File: src/rtl/leds_pwm_ctrl_if.sv
// leds_pwm_ctrl_if: data-memory store/readback bus between the address decoder and the LED controller
interface leds_pwm_ctrl_if;
  logic        we;
  logic [1:0]  addr;
  logic [31:0] wr_data;
  logic [31:0] rd_data;
  modport master(output we, addr, wr_data, input rd_data);
  modport slave(input we, addr, wr_data, output rd_data);
endinterface

File: src/rtl/leds_pwm_ctrl.sv
// leds_pwm_ctrl: memory-mapped LED driver with shared frame-synchronous PWM brightness.
// Per-LED blink mode and the PERIOD register exist only when LEDS_BLINK_EN is defined.
module leds_pwm_ctrl #(
  parameter int N_LEDS   = 16,
  parameter int PWM_BITS = 8,
  parameter int BLINK_W  = 16
) (
  input  logic              clk,
  input  logic              reset,
  leds_pwm_ctrl_if.slave    bus,
  output logic [N_LEDS-1:0] leds,
  output logic              blink_phase
);
  logic [N_LEDS-1:0]   value_q, value_d, leds_q, leds_d, mode_w, blink_mask;
  logic [PWM_BITS-1:0] pwm_cnt_q, duty_q, duty_d, duty_act_q;
  logic [BLINK_W-1:0]  period_w;
  logic                frame_end, pwm_on, unused_wr;
  assign frame_end = pwm_cnt_q == '1;
  assign pwm_on    = (duty_act_q == '1) | (pwm_cnt_q < duty_act_q);
  assign unused_wr = ^bus.wr_data;
  always_comb begin
    value_d = (bus.we & (bus.addr == 2'd0)) ? bus.wr_data[N_LEDS-1:0] : value_q;
    duty_d  = (bus.we & (bus.addr == 2'd2)) ? bus.wr_data[PWM_BITS-1:0] : duty_q;
    leds_d  = value_q & {N_LEDS{pwm_on}} & blink_mask;
  end
  // duty_act follows DUTY only at the frame boundary so a frame is never cut short
  always_ff @(posedge clk) begin
    if (reset) begin
      value_q    <= '0;
      duty_q     <= '1;
      duty_act_q <= '1;
      pwm_cnt_q  <= '0;
      leds_q     <= '0;
    end else begin
      value_q    <= value_d;
      duty_q     <= duty_d;
      duty_act_q <= frame_end ? duty_q : duty_act_q;
      pwm_cnt_q  <= pwm_cnt_q + PWM_BITS'(1);
      leds_q     <= leds_d;
    end
  end
`ifdef LEDS_BLINK_EN
  logic [N_LEDS-1:0]  mode_q, mode_d;
  logic [BLINK_W-1:0] period_q, period_d, blink_cnt_q, blink_cnt_d;
  logic               phase_q, phase_d, wr_period, hold, half_done;
  assign wr_period = bus.we & (bus.addr == 2'd3);
  assign hold      = wr_period | (period_q == '0);
  assign half_done = frame_end & (blink_cnt_q == period_q - BLINK_W'(1));
  always_comb begin
    mode_d      = (bus.we & (bus.addr == 2'd1)) ? bus.wr_data[N_LEDS-1:0] : mode_q;
    period_d    = wr_period ? bus.wr_data[BLINK_W-1:0] : period_q;
    blink_cnt_d = (hold | half_done) ? '0 : frame_end ? blink_cnt_q + BLINK_W'(1) : blink_cnt_q;
    phase_d     = hold ? 1'b1 : half_done ? ~phase_q : phase_q;
  end
  always_ff @(posedge clk) begin
    if (reset) begin
      mode_q      <= '0;
      period_q    <= '0;
      blink_cnt_q <= '0;
      phase_q     <= 1'b1;
    end else begin
      mode_q      <= mode_d;
      period_q    <= period_d;
      blink_cnt_q <= blink_cnt_d;
      phase_q     <= phase_d;
    end
  end
  assign mode_w      = mode_q;
  assign period_w    = period_q;
  assign blink_phase = phase_q;
  assign blink_mask  = ~mode_q | {N_LEDS{phase_q}};
`else
  assign mode_w      = '0;
  assign period_w    = '0;
  assign blink_phase = 1'b1;
  assign blink_mask  = '1;
`endif
  assign leds        = leds_q;
  assign bus.rd_data = (bus.addr == 2'd0) ? 32'(value_q) :
                       (bus.addr == 2'd1) ? 32'(mode_w) :
                       (bus.addr == 2'd2) ? 32'(duty_q) : 32'(period_w);
endmodule
File: src/flat_wrapper.sv
// flat-port wrapper written by rule: the top's interface ports become plain ports
module leds_pwm_ctrl_flat 
#(
  parameter int N_LEDS   = 16,
  parameter int PWM_BITS = 8,
  parameter int BLINK_W  = 16
)
  (clk, reset, leds, blink_phase, bus_we, bus_addr, bus_wr_data, bus_rd_data);
  leds_pwm_ctrl_if bus_i ();
  input  logic clk;
  input  logic reset;
  output logic [N_LEDS-1:0] leds;
  output logic blink_phase;
  input wire logic [$bits(bus_i.we)-1:0] bus_we;
  input wire logic [$bits(bus_i.addr)-1:0] bus_addr;
  input wire logic [$bits(bus_i.wr_data)-1:0] bus_wr_data;
  output wire logic [$bits(bus_i.rd_data)-1:0] bus_rd_data;
  assign bus_i.we = bus_we;
  assign bus_i.addr = bus_addr;
  assign bus_i.wr_data = bus_wr_data;
  assign bus_rd_data = bus_i.rd_data;
  leds_pwm_ctrl #(.N_LEDS(N_LEDS), .PWM_BITS(PWM_BITS), .BLINK_W(BLINK_W)) u_core (.clk(clk), .reset(reset), .bus(bus_i), .leds(leds), .blink_phase(blink_phase));
endmodule
File: config.mk
export PLATFORM = sky130hd
export DESIGN_NAME = leds_pwm_ctrl_flat
export DESIGN_NICKNAME = d
export VERILOG_FILES = /design/src/rtl/leds_pwm_ctrl_if.sv /design/src/rtl/leds_pwm_ctrl.sv /design/src/flat_wrapper.sv
export SDC_FILE = /design/constraint.sdc
export NUM_CORES = 1
export LEC_CHECK = 0
export BUFFER_PORTS_ARGS = -buffer_cell sky130_fd_sc_hd__buf_2
export CORE_ASPECT_RATIO = 1.2
export CORE_UTILIZATION = 45
export DETAILED_ROUTE_END_ITERATION = 12
export PLACE_DENSITY = 0.76
export SYNTH_ARGS = -nofsm -noshare
export SYNTH_HDL_FRONTEND = slang
export SYNTH_SLANG_ARGS = --single-unit
File: constraint.sdc
create_clock -name clk -period 1.6 [get_ports clk]
set_clock_uncertainty 0.15 [all_clocks]
set_input_delay 0.32 -clock clk [delete_from_list [all_inputs] [get_ports clk]]
set_output_delay 0.32 -clock clk [all_outputs]
set_load 0.05 [all_outputs]
Word-level counts from Yosys, hierarchy flattened
Cells that the tools add are included.

$add $sub $neg: 1. $mul: 0. Divide/modulo/power cells: 0. Magnitude comparators: 1. Equality and inequality tests: 4. Shift operators: 0. Multiplexer cells: 3. Bitwise gates (word level): 4. Reduce and logical (&&, ||, !) cells: 1.

Operators by type and width (number): two-way mux 32 bit (2); AND 16 bit (1); == test 8 bit, second input constant (2); adder 8 x 1 -> 8 bit, second input constant (1); less-than comparator 8 bit (1); two-way mux 8 bit (1); AND 1 bit (2); == test 2 x 1 -> 1 bit, second input constant (1); == test 2 bit, second input constant (1); logical NOT 2 bit (1); bitwise OR 1 bit (1).

Register bits: 56. Latch bits: 0. RAM bits: 0. ROM bits: 0. Input port bits: 37. Output and inout bits: 49. Word-level logic and storage cells: 19. Memories kept: 0.

Longest topological paths before layout
Depth after elaboration: 4. Mapped depth: 7.

Worst setup path before layout
Ideal clock, no wire load.

Path type: register to register. Start point: reg u_core.duty_act_q[7]. End point: reg u_core.leds_q[0], in the netlist u_core.leds[0]. Setup time: 0.125 ns. Data arrival time: 1.523 ns. Path slack: -0.199 ns. Stages on the path, launching flop included: 7. Buffers on the path: 1. Period minus slack after synthesis: 1.799 ns. Cells stage by stage: dfxtp_1 -> inv_1 -> ha_1 -> nand4_1 -> o41ai_4 -> buf_6 -> nor3b_2.

Longest elaborated chain between the ends: 3.

Ends and longest elaborated chain: start: declaration (RTL line leds_pwm_ctrl.sv:15) `logic [PWM_BITS-1:0] pwm_cnt_q, duty_q, duty_d, duty_act_q;`; start signal: assignment (RTL line leds_pwm_ctrl.sv:37) `duty_act_q <= frame_end ? duty_q : duty_act_q;`; less-than comparator 8 bit / == test 8 bit (equally long branches) (RTL line leds_pwm_ctrl.sv:19) `assign pwm_on = (duty_act_q == '1) | (pwm_cnt_q < duty_act_q);`; bitwise OR 1 bit * (RTL line leds_pwm_ctrl.sv:19); AND 16 bit * (RTL line leds_pwm_ctrl.sv:24) `leds_d = value_q & {N_LEDS{pwm_on}} & blink_mask;`; end signal: assignment (RTL line leds_pwm_ctrl.sv:39) `leds_q <= leds_d;`; end: declaration (RTL line leds_pwm_ctrl.sv:14) `logic [N_LEDS-1:0] value_q, value_d, leds_q, leds_d, mode_w, blink_mask;`.

Every way passes the cells marked *; elsewhere a longest branch is shown, timed or not. A chain may end at the register's enable or synchronous reset.

Worst setup path in the final report
Start point: reg u_core.duty_act_q[5]. End point: reg u_core.leds_q[10], in the netlist u_core.leds[10].

The elaborated chain is that of the path after synthesis.

==> results_dict.tcl <==
set metrics [dict create \
    chipHeight_microns 83.2 \
    ys_seq_elements 56 \
    synth_most_common_cell "nand2_1" \
    setup.worst_path.class "register to register" \
    die_area_sq_mm 0.00580 \
    synthFlopType "dfxtp_1" \
    clkTransAtPathRegs_ns 0.11 \
    cp_data_arrival_time_ns 1.83 \
    yosysUniqueCellTypes 35 \
    cellPowerDensity_mw_per_mm2 886 \
    period_minus_slack_ns 1.77 \
    ios 86 \
    numCtsBuffers 5 \
    first_iter_violations 56 \
    violations "negative setup slack" \
    cts_root_buffer "clkbuf_8" \
    antennaDiodeCount 0 \
    worst_setup_path_end_kind "register" \
    rsz0062_at_grt "true" \
    grt_usage_pct 19.7 \
    ys.warnings.count 0 \
    worstPathMaxFanout 16 \
    whs_ns 0.0705 \
    chipWidth_microns 69.7 \
    grt_pass1_vias 1975 \
    netlist_instances 275 \
    final.period_utilization_pct 111 \
    start_kind "register" \
    crit_buf_inv 2 \
    maxCapViolCount 0 \
    finalNonFillerCells 411 \
    drt_pre_antenna_iters 4 \
    dpl_cell_area_sq_mm 0.00300 \
    fmax_ghz 0.565 \
    dpl.cell_count 403 \
    path_delay_family "compound AO/OA/AOI/OAI gates" \
    synthArstFlopShare_pct 0 \
    synth_area_leader_cell "dfxtp_1" \
    synth-edff-count 0 \
    final_cell_area_sq_mm 0.00321 \
    outcome "finished with violations" \
    via_count 2048 \
    layout_setup_ws_ns -0.169 \
    rows 29 \
    drive_gt1_share_pct 39.8 \
    fin_nets 393 \
    drc 0 \
    synth_common_cells "nand2_1 (59), dfxtp_1 (56), a21oi_1 (19), buf_4 (18), nor2_1 (16)" \
    post-cts-setup-buffer-count 0 \
    h-tree-depth 2 \
    portBuffers 52 \
    via_per_inst 4.98 \
    grt_max_degree 25 \
    yosys.area.top_type_share_pct 45.3 \
    hold_violations 0 \
    core_area_sq_mm 0.00530 \
    drt_wl_total_microns 5510 \
    area_growth_pct 29.8 \
    setup-violations-final 16 \
    dp_hpwl_microns 4050 \
    vdd_drop_max_uv 624 \
    antenna_found_initial 0 \
    synthesis.area_sq_mm 0.00247 \
    clk_latency_ns 0.31 \
    cts_tree "yes" \
    cts.sinks 56 \
    slowest_delay_ns 0.44 \
    overflow 0 \
    clk_path_buf_depth 2 \
    leakagePower_uw 0.00149 \
    gp_congestion 0.814 \
    ant_nets 0 \
    required_ns 1.66 \
    ys_seq_area_share_pct 45.3 \
    start_util_pct 46.7 \
    path_cells "inv_2 -> ha_4 -> nand4_1 -> o41ai_4 -> buf_12 -> nor3b_1" \
    cpMaxStageDelayCell "o41ai_4" \
    pre_cts_ws_ns -0.190 \
    slew_viol_final 0 \
    wire_per_inst_microns 13.4 \
    grt_pass1_wl_microns 9180 \
    ys_top_cells_by_area "dfxtp_1 (45%), nand2_1 (9.0%), buf_4 (5.5%)" \
    hp-class "primary input to register" \
    syn_avg_cell_area_sq_um 8.99 \
]
==> cell type report <==
cell class / count / area [sq um]
Timing Repair Buffer: 81 / 576
Tap cell: 62 / 77.6
Fill cell: 455 / 2090
Clock inverter: 3 / 47.5
Multi-Input combinational cell: 196 / 1270
Sequential cell: 56 / 1140
Inverter: 8 / 30.0
Clock buffer: 5 / 68.8
==> where the power goes <==
part | leakage, uW | internal, uW | switching (uW)
logic | 0.000979 | 136 | 296
clock network | 0.0000583 | 472 | 482
registers | 0.000452 | 1430 | 24.6
total | 0.00149 | 2040 | 803
==> logic make-up after synthesis <==
group / Yosys count / share of synthesized area, %
AND/OR/NAND/NOR: 125 / 26.9
flip-flops: 56 / 45.3
buffers and inverters: 38 / 9.05
AO/OA/AOI/OAI: 34 / 9.76
adder cells (fa/ha/maj): 8 / 4.05
multiplexers: 8 / 3.24
XOR/XNOR: 4 / 1.42
other: 2 / 0.304
==> layer usage <==
metal / share of wire, % / GRT usage [%] / vias up
li1: - / - / 1024
met1: 41 / 23.0 / 956
met4: 2.3 / 8.55 / 0
met3: 3.5 / 3.28 / 12
met2: 53 / 35.2 / 56
met5: 0 / 0 / -
==> timing repair <==
item                       CTS  global route
pin swaps                    1             1
gates resized for setup     12            28
setup endpoints to repair   24            38
hold buffers                 0             0
==> final timing paths <==
kind | cells past startpoint | start | endpoint | slack (ns)
hold / removal | 3 | bus_wr_data[1] | u_core.duty_q[1]$_SDFFE_PP1P_ | 0.07
setup / recovery | 6 | u_core.duty_act_q[5]$_SDFFE_PP1N_ | u_core.leds[10]$_SDFF_PP0_ | -0.17
setup reg to reg | 6 | u_core.duty_act_q[5]$_SDFFE_PP1N_ | u_core.leds[10]$_SDFF_PP0_ | -0.17
hold reg to reg | 2 | u_core.value_q[15]$_SDFFE_PP0P_ | u_core.value_q[15]$_SDFFE_PP0P_ | 0.32
==> worst min-delay path: stages <==
cell and delay (ns):
buf_2 0.09, nand2_1 0.04, nand3_1 0.06
==> placed cells by master, fill, tap and decap left out, drive strengths merged, types with 2 or more instances in the layout <==
cell    count
mux2i       8
and2        9
o211ai      7
o21ai       3
xor2        3
nand2      59
clkbuf      9
nor3b      16
a21oi      19
clkinv      2
or3         2
ha          8
dfxtp      56
nand3      13
nand4       4
buf        77
inv         8
conb       17
nor2       17
==> stage by stage <==
stage / power (uW) / TNS, ns / util, %
after floorplan: 1820 / -1.88 / -
after global placement: 1890 / -2.29 / 56.5
after detailed placement: 1900 / -2.55 / 56.5
after CTS: 2850 / -2.89 / 59.5
after global routing: 2940 / -3.92 / 60.6
final: 2840 / -2.60 / 60.6
==> state kept, by name, indices dropped and copies added, names as in the netlist <==
name / flops
u_core.pwm_cnt_q: 8
u_core.leds: 16
u_core.duty_q: 8
u_core.duty_act_q: 8
u_core.value_q: 16
No activity file was read; power rests on OpenSTA's default activity.
